**config.mk**
```make
export PLATFORM = sky130hd
export DESIGN_NAME = cache_requester
export DESIGN_NICKNAME = d
export VERILOG_FILES = /design/src/rtl/cache_requester.sv
export SDC_FILE = /design/constraint.sdc
export NUM_CORES = 1
export LEC_CHECK = 0
export CAP_MARGIN = 30
export CORE_MARGIN = 4
export CORE_UTILIZATION = 43
export CTS_BUF_LIST = sky130_fd_sc_hd__clkbuf_8
export CTS_CLUSTER_SIZE = 24
export DETAILED_ROUTE_END_ITERATION = 6
export PLACE_DENSITY = 0.73
export SKIP_CTS_REPAIR_TIMING = 1
export SLEW_MARGIN = 40
export SYNTH_ARGS = -nofsm -noshare
export SYNTH_HDL_FRONTEND = slang
export SYNTH_SLANG_ARGS = --single-unit
```
**constraint.sdc**
```tcl
create_clock -name clk -period 2.8 [get_ports clk]
set_input_delay 0.42 -clock clk [delete_from_list [all_inputs] [get_ports clk]]
set_output_delay 0.42 -clock clk [all_outputs]
set_load 0.05 [all_outputs]
```
**src/rtl/cache_requester.sv**
```systemverilog
// Clocked initiator for the dual-rail, four-phase cache port: turns a valid/ready
// CPU request into dual-rail codewords, runs the handshake and returns a response.
module cache_requester #(
  parameter int SYNC_STAGES = 2,
  parameter int TIMEOUT     = 255
) (
  input  logic        clk,
  input  logic        rst_n,
  input  logic        req_valid,
  output logic        req_ready,
  input  logic        req_write,
  input  logic [1:0]  req_addr,
  input  logic [7:0]  req_wdata,
  output logic        rsp_valid,
  output logic        rsp_write,
  output logic [7:0]  rsp_rdata,
  output logic        rsp_err,
  output logic [3:0]  cache_addr,
  output logic [15:0] cache_wdata,
  output logic [1:0]  cache_rnw,
  output logic        cache_ack_in_read,
  input  logic [15:0] cache_rdata,
  input  logic        cache_ack_read,
  input  logic        cache_ack_write
);

  typedef enum logic [2:0] {IDLE, W_ACK, W_RTZ, R_ACK, R_RTZ} state_t;

  localparam int CW = (TIMEOUT > 0) ? $clog2(TIMEOUT + 1) : 1;

  state_t                 state;
  logic                   op_write;
  logic [CW-1:0]          tmo_cnt;
  logic [7:0]             rd_data;
  logic                   rd_err;
  logic [SYNC_STAGES-1:0] ack_rd_sync;
  logic [SYNC_STAGES-1:0] ack_wr_sync;
  logic                   ack_rd_s;
  logic                   ack_wr_s;
  logic                   advance;
  logic                   tmo_hit;
  logic [7:0]             rd_value;
  logic                   rd_bad;
  logic [15:0]            addr_code;

  // Logical bit i maps to rails {[2i+1], [2i]} = {bit, ~bit}; all-zero is the spacer.
  function automatic logic [15:0] dr_encode(input logic [7:0] v);
    logic [15:0] r;
    r = '0;
    for (int i = 0; i < 8; i++) begin
      r[2*i+1] = v[i];
      r[2*i]   = ~v[i];
    end
    return r;
  endfunction

  assign addr_code = dr_encode({6'b0, req_addr});

  // Acks are asynchronous to clk; only the last synchronizer stage is used.
  always_ff @(posedge clk or negedge rst_n) begin
    if (!rst_n) begin
      ack_rd_sync <= '0;
      ack_wr_sync <= '0;
    end else begin
      ack_rd_sync <= {ack_rd_sync[SYNC_STAGES-2:0], cache_ack_read};
      ack_wr_sync <= {ack_wr_sync[SYNC_STAGES-2:0], cache_ack_write};
    end
  end

  assign ack_rd_s = ack_rd_sync[SYNC_STAGES-1];
  assign ack_wr_s = ack_wr_sync[SYNC_STAGES-1];

  always_comb begin
    rd_value = '0;
    rd_bad   = 1'b0;
    for (int i = 0; i < 8; i++) begin
      rd_value[i] = cache_rdata[2*i+1];
      if (cache_rdata[2*i+1] == cache_rdata[2*i]) rd_bad = 1'b1;
    end
  end

  always_comb begin
    advance = 1'b0;
    case (state)
      W_ACK:   advance = ack_wr_s;
      W_RTZ:   advance = !ack_wr_s;
      R_ACK:   advance = ack_rd_s;
      R_RTZ:   advance = !ack_rd_s;
      default: advance = 1'b0;
    endcase
  end

  assign tmo_hit = (TIMEOUT != 0) && (tmo_cnt == CW'(TIMEOUT));

  // NOTE: every output is a flop so the cache never sees combinational glitches on
  // its rails; state and outputs update with non-blocking assignments only.
  always_ff @(posedge clk or negedge rst_n) begin
    if (!rst_n) begin
      state             <= IDLE;
      req_ready         <= 1'b1;
      rsp_valid         <= 1'b0;
      rsp_write         <= 1'b0;
      rsp_rdata         <= '0;
      rsp_err           <= 1'b0;
      cache_addr        <= '0;
      cache_wdata       <= '0;
      cache_rnw         <= 2'b00;
      cache_ack_in_read <= 1'b0;
      tmo_cnt           <= '0;
      op_write          <= 1'b0;
      rd_data           <= '0;
      rd_err            <= 1'b0;
    end else begin
      rsp_valid <= 1'b0;
      if (state != IDLE && !advance && tmo_hit) begin
        // Abort: return every rail to spacer and report an error completion.
        cache_addr        <= '0;
        cache_wdata       <= '0;
        cache_rnw         <= 2'b00;
        cache_ack_in_read <= 1'b0;
        rsp_valid         <= 1'b1;
        rsp_write         <= op_write;
        rsp_err           <= 1'b1;
        rsp_rdata         <= '0;
        tmo_cnt           <= '0;
        state             <= IDLE;
      end else begin
        if (state != IDLE && !advance && TIMEOUT != 0) tmo_cnt <= tmo_cnt + 1'b1;
        else                                           tmo_cnt <= '0;
        case (state)
          IDLE: begin
            req_ready <= 1'b1;
            if (req_valid && req_ready) begin
              op_write    <= req_write;
              cache_addr  <= addr_code[3:0];
              cache_wdata <= req_write ? dr_encode(req_wdata) : 16'h0000;
              cache_rnw   <= req_write ? 2'b01 : 2'b10;
              req_ready   <= 1'b0;
              state       <= req_write ? W_ACK : R_ACK;
            end
          end
          W_ACK: if (advance) begin
            cache_addr  <= '0;
            cache_wdata <= '0;
            cache_rnw   <= 2'b00;
            state       <= W_RTZ;
          end
          W_RTZ: if (advance) begin
            rsp_valid <= 1'b1;
            rsp_write <= 1'b1;
            rsp_err   <= 1'b0;
            state     <= IDLE;
          end
          R_ACK: if (advance) begin
            rd_data           <= rd_value;
            rd_err            <= rd_bad;
            cache_ack_in_read <= 1'b1;
            cache_addr        <= '0;
            cache_rnw         <= 2'b00;
            state             <= R_RTZ;
          end
          R_RTZ: if (advance) begin
            cache_ack_in_read <= 1'b0;
            rsp_valid         <= 1'b1;
            rsp_write         <= 1'b0;
            rsp_rdata         <= rd_data;
            rsp_err           <= rd_err;
            state             <= IDLE;
          end
          default: state <= IDLE;
        endcase
      end
    end
  end

endmodule
```
### Yosys cells after proc, flatten, opt, wreduce, memory -nomap -nowiden

Cells that the tools add are included.

| cells by class | value |
|---|---|
| equality and inequality tests | 20 |
| bitwise gates (word level) | 11 |
| muxes and demuxes | 48 |
| reduce and logical (&&, ||, !) cells | 25 |
| add/subtract/negate cells | 1 |

Operator list:

| kind | count |
|---|---|
| $mux 16 | 4 |
| $mux 8 | 5 |
| $pmux 16 s2 | 1 |
| $mux 1 | 18 |
| $reduce_and 3->1 | 6 |
| $mux 3 | 5 |
| $ne 3x3->1 const B | 5 |
| $reduce_bool 3->1 | 5 |
| $mux 4 | 3 |
| $pmux 3 s4 | 1 |
| $not 1->1 | 11 |
| $mux 2 | 5 |
| $add 8x1->8 const B | 1 |
| $eq 1x1->1 | 8 |
| $eq 8x8->1 const B | 1 |
| $pmux 4 s2 | 1 |
| $eq 3x2->1 const B | 2 |
| $ne 3x1->1 const B | 2 |
| $pmux 1 s2 | 3 |
| $pmux 1 s4 | 1 |
| $pmux 2 s2 | 1 |
| $reduce_and 2->1 | 2 |
| $reduce_and 4->1 | 1 |
| $reduce_bool 2->1 | 2 |
| other kinds (6) | 11 |

| word-level totals | value |
|---|---|
| register bits after elaboration | 60 |
| output and inout bits | 35 |
| word-level logic and storage cells | 121 |

### Longest topological paths before layout

| depth | value |
|---|---|
| word-level depth | 9 |
| mapped depth | 6 |
| depth with buffers taken out | 4 |

### Worst setup path before layout

OpenSTA, ideal clock, no wires.

| path | value |
|---|---|
| kind | reg-to-reg |
| start point | register req_ready |
| end point | register cache_wdata[13] |
| cell stages (with the launch flop) | 5 |
| library setup time | 121 ps |
| path slack | 1,081 ps |
| arrival time | 1,598 ps |
| cell sequence | dfstp_2 > nand3b_1 > a211o_1 > buf_2 > a32o_1 |

| on the way | value |
|---|---|
| cells in the longest elaborated chain, start to end | 3 |

Ends and longest elaborated chain:

| item | line | source |
|---|---|---|
| from (decl) | 10 | `output logic req_ready,` |
| from (signal assigned) | 100 | `req_ready <= 1'b1;` |
| from (signal assigned) | 132 | `req_ready <= 1'b1;` |
| from (signal assigned) | 138 | `req_ready <= 1'b0;` |
| $logic_and 1x1->1 | 133 | `if (req_valid && req_ready) begin` |
| $ne 3x3->1 (no source line) | n/a |  |
| $reduce_and 3->1 (no source line) | n/a |  |
| to (signal assigned) | 136 | `cache_wdata <= req_write ? dr_encode(req_wdata) : 16'h0000;` |
| to (decl) | 19 | `output logic [15:0] cache_wdata,` |

No other way between the ends.
A chain may end at the register's enable or synchronous reset.

### Worst setup path in the final report

| path | value |
|---|---|
| start point | register req_ready |
| end point | output port req_ready |

No word-level cell between the ends.

==> run summary <==
status - finished clean
largest family of logic cells by synthesized area - simple AND/OR/NAND/NOR gates
adder-cell share of the synthesized area - 0.472%
Placed Area - 0.00340 mm^2
TritonCTS clock tree - yes
die area - 0.00749 mm^2
Placement Setup Slack - 0.802 ns
Yosys reg bits - 60
synth top area cells - dfrtp_1, xor2_1, mux2i_1
P_sw - 1.72 mW
Top delay family on crit path - buffers and inverters
Pint - 2.45 mW
Peak Freq - 467 MHz
antenna violations before repair - 0
mux contribution to synthesized area - 6.80%
GP Congestion - 0.787
hpwl dp - 4030 um
Cells after Synth - 226
GR peak layer - met2
post-synth top area share - 55.7%
EDFF count, synth - 0
CP Launch Point - req_ready
origin of the critical flop-to-flop path - state[1]
met1 GRT Util - 22.7%
Synth Area in Compound Gates - 11.8%
Hold Crit Class - input port to asynchronous set/reset pin
Worst Tran Pin Value - 0.674 ns
Critical Path Start Type - register
switch share - 41.3%
WP data arrival - 1.72 ns
Fill cells - 523
Reg clk slew, reported paths - 0.07 ns
Max-Cap Viols - 0
RSZ-0062 raised after global routing - no
total power draw - 4.18 mW
part of the cycle the worst path needs - 76.5%
met2 Track Usage GR - 26.3%
fin worst setup slack - 0.658 ns
DR iter-0 viols - 96
layout cell share with drive strength beyond 1 - 15.2%
crit path capture type - primary output
critical path class - register to primary output
Simple-Gate Fraction of Synth Area - 16.0%
Initial Util - 44.5%
Yosys cell types - 53
Commonest cells post-synth - dfrtp_1, nor2_1, nand2_1, xor2_1, mux2i_1
skew final - 0.0111 ns
via count - 1977
slowest stage delay, CP - 0.81 ns
syn_nets - 259
crit path time final - 2.14 ns
DR vias/cell - 5.24
area leader, netlist - dfrtp_1
final setup violating endpoints - 0
Synth Area in XOR/XNOR - 4.62%
Site Rows - 28
clk root buf - clkbuf_8
IO buf count - 66
Top FF cell, synth - dfrtp_1
Avg WL per Cell - 15.7 um
Post-Syn Area - 0.00265 mm^2
Cell Pwr Density - 1150 mW/mm^2
Clk pwr share - 22.9%
DR pass1 iterations - 4
nets@finish - 330
core area - 0.00596 mm^2
Finished Cell Area - 0.00364 mm^2
Leakage - 1.58 nW
drc violations - 0
CP cell instances - clkdlybuf4s50_1
GRT Residual Overflow - 0
Max Root-Sink Buffers - 2
Sequential Power Share - 33.9%
Comb pwr share - 43.1%
vias in the first global route - 1992
syn avg cell area - 11.7 um^2
slowest cell on the critical path - clkdlybuf4s50_1
overall routed net length - 5910 um
Total GRT Usage - 17.0%
H-tree depth - 3
TritonCTS buffer count - 9
most numerous cell in the Yosys netlist - dfrtp_1
final setup TNS - 0 ns
crit path max fanout - 6
grt met3 use - 5.70%
Die X - 86.5 um
worst path bufs/invs - 1
Antenna Cells - 0
Sink Count - 60
clk_lat worst skew - 0.33 ns
Slew HR - 54.7%
Top-Level Pins - 67
Peak VDD IR - 0.000827 V
Area Growth Syn to Fin - 37.5%
register area share after synthesis - 56.7%
reg-to-reg slack, setup - 0.79 ns
first-pass GRT wire length - 9800 um
Detail Route Antenna Nets - 0
Slew Viols, Final - 0
synth warn - 0
largest net degree at the start of global routing - 61
Post-synth ARST share - 100%
Crit path required time - 2.38 ns
final hold vios - 0
Die Y - 86.5 um
[through the flow]
stage | hold slack, ns | instances | util (%)
final | 0.0760 | 377 | 61.2
after global routing | 0.0921 | 377 | 61.2
after CTS | 0.0878 | 377 | 61.2
after detailed placement | 0.345 | 361 | 57.0
after global placement | 0.336 | 361 | 57.0
after floorplan | 0.124 | 226 | -
[routing by layer]
layer | part of all wire [%] | wire length (um)
met2 | 50 | 2940
met5 | 0 | 0
met3 | 4.6 | 274
met4 | 1.2 | 70
met1 | 44 | 2630
[power by group through the flow]
stage                     clock (mW)  combinational, mW  sequential, mW
final                          0.959               1.80            1.42
after global routing            1.02               1.91            1.47
after CTS                      0.975               1.82            1.42
after detailed placement           0               1.81            1.43
after global placement             0               1.79            1.42
after floorplan                    0              0.606            2.03
[logic make-up (layout without fill, tap and decap cells)]
group / count (synthesis) / after routing
compound gates: 39 / 39
fa+ha+maj: 1 / 1
xor+xnor: 14 / 14
flops: 60 / 60
buf+inv: 19 / 95
mux: 17 / 17
simple gates: 76 / 76
[cell usage in the layout (no fill, tap or decap), drive strengths merged, types with 3 or more instances in the layout]
master	instances
a21oi	3
a32o	8
and3	5
buf	6
bufinv	3
clkbuf	10
clkdlybuf4s50	65
dfrtp	59
inv	8
mux2	8
mux2i	9
nand2	19
nand3	6
nand4	3
nor2	20
nor3	9
o21ai	5
o22ai	8
o31ai	3
o32ai	3
or2	3
xor2	13
[sequential cells by signal, indices dropped and copies added, names as in the netlist, 2 cells and up]
name and cells:
rd_data 8, cache_rnw 2, state 3, ack_rd_sync 2, cache_addr 4, ack_wr_sync 2
rsp_rdata 8, cache_wdata 16, tmo_cnt 8
[final timing paths]
check                                  to  cells after the start
max in group asynchronous       req_ready                      2
max reg2reg                  cache_rnw[1]                      4
max                             req_ready                      1
min                        cache_wdata[3]                      2
min reg2reg                ack_wr_sync[1]                      0
min in group clk           ack_wr_sync[1]                      0
[cell type report]
class	instances	area (um^2)	area share, %
clock buffer	10	138	3.78
clock inverter	6	111	3.06
inverter	8	30.0	0.824
multi-input combinational	147	1060	29.2
sequential	60	1500	41.2
tap	75	93.8	2.57
timing repair buffer	71	706	19.4
Power figures use the tool's default switching activity.
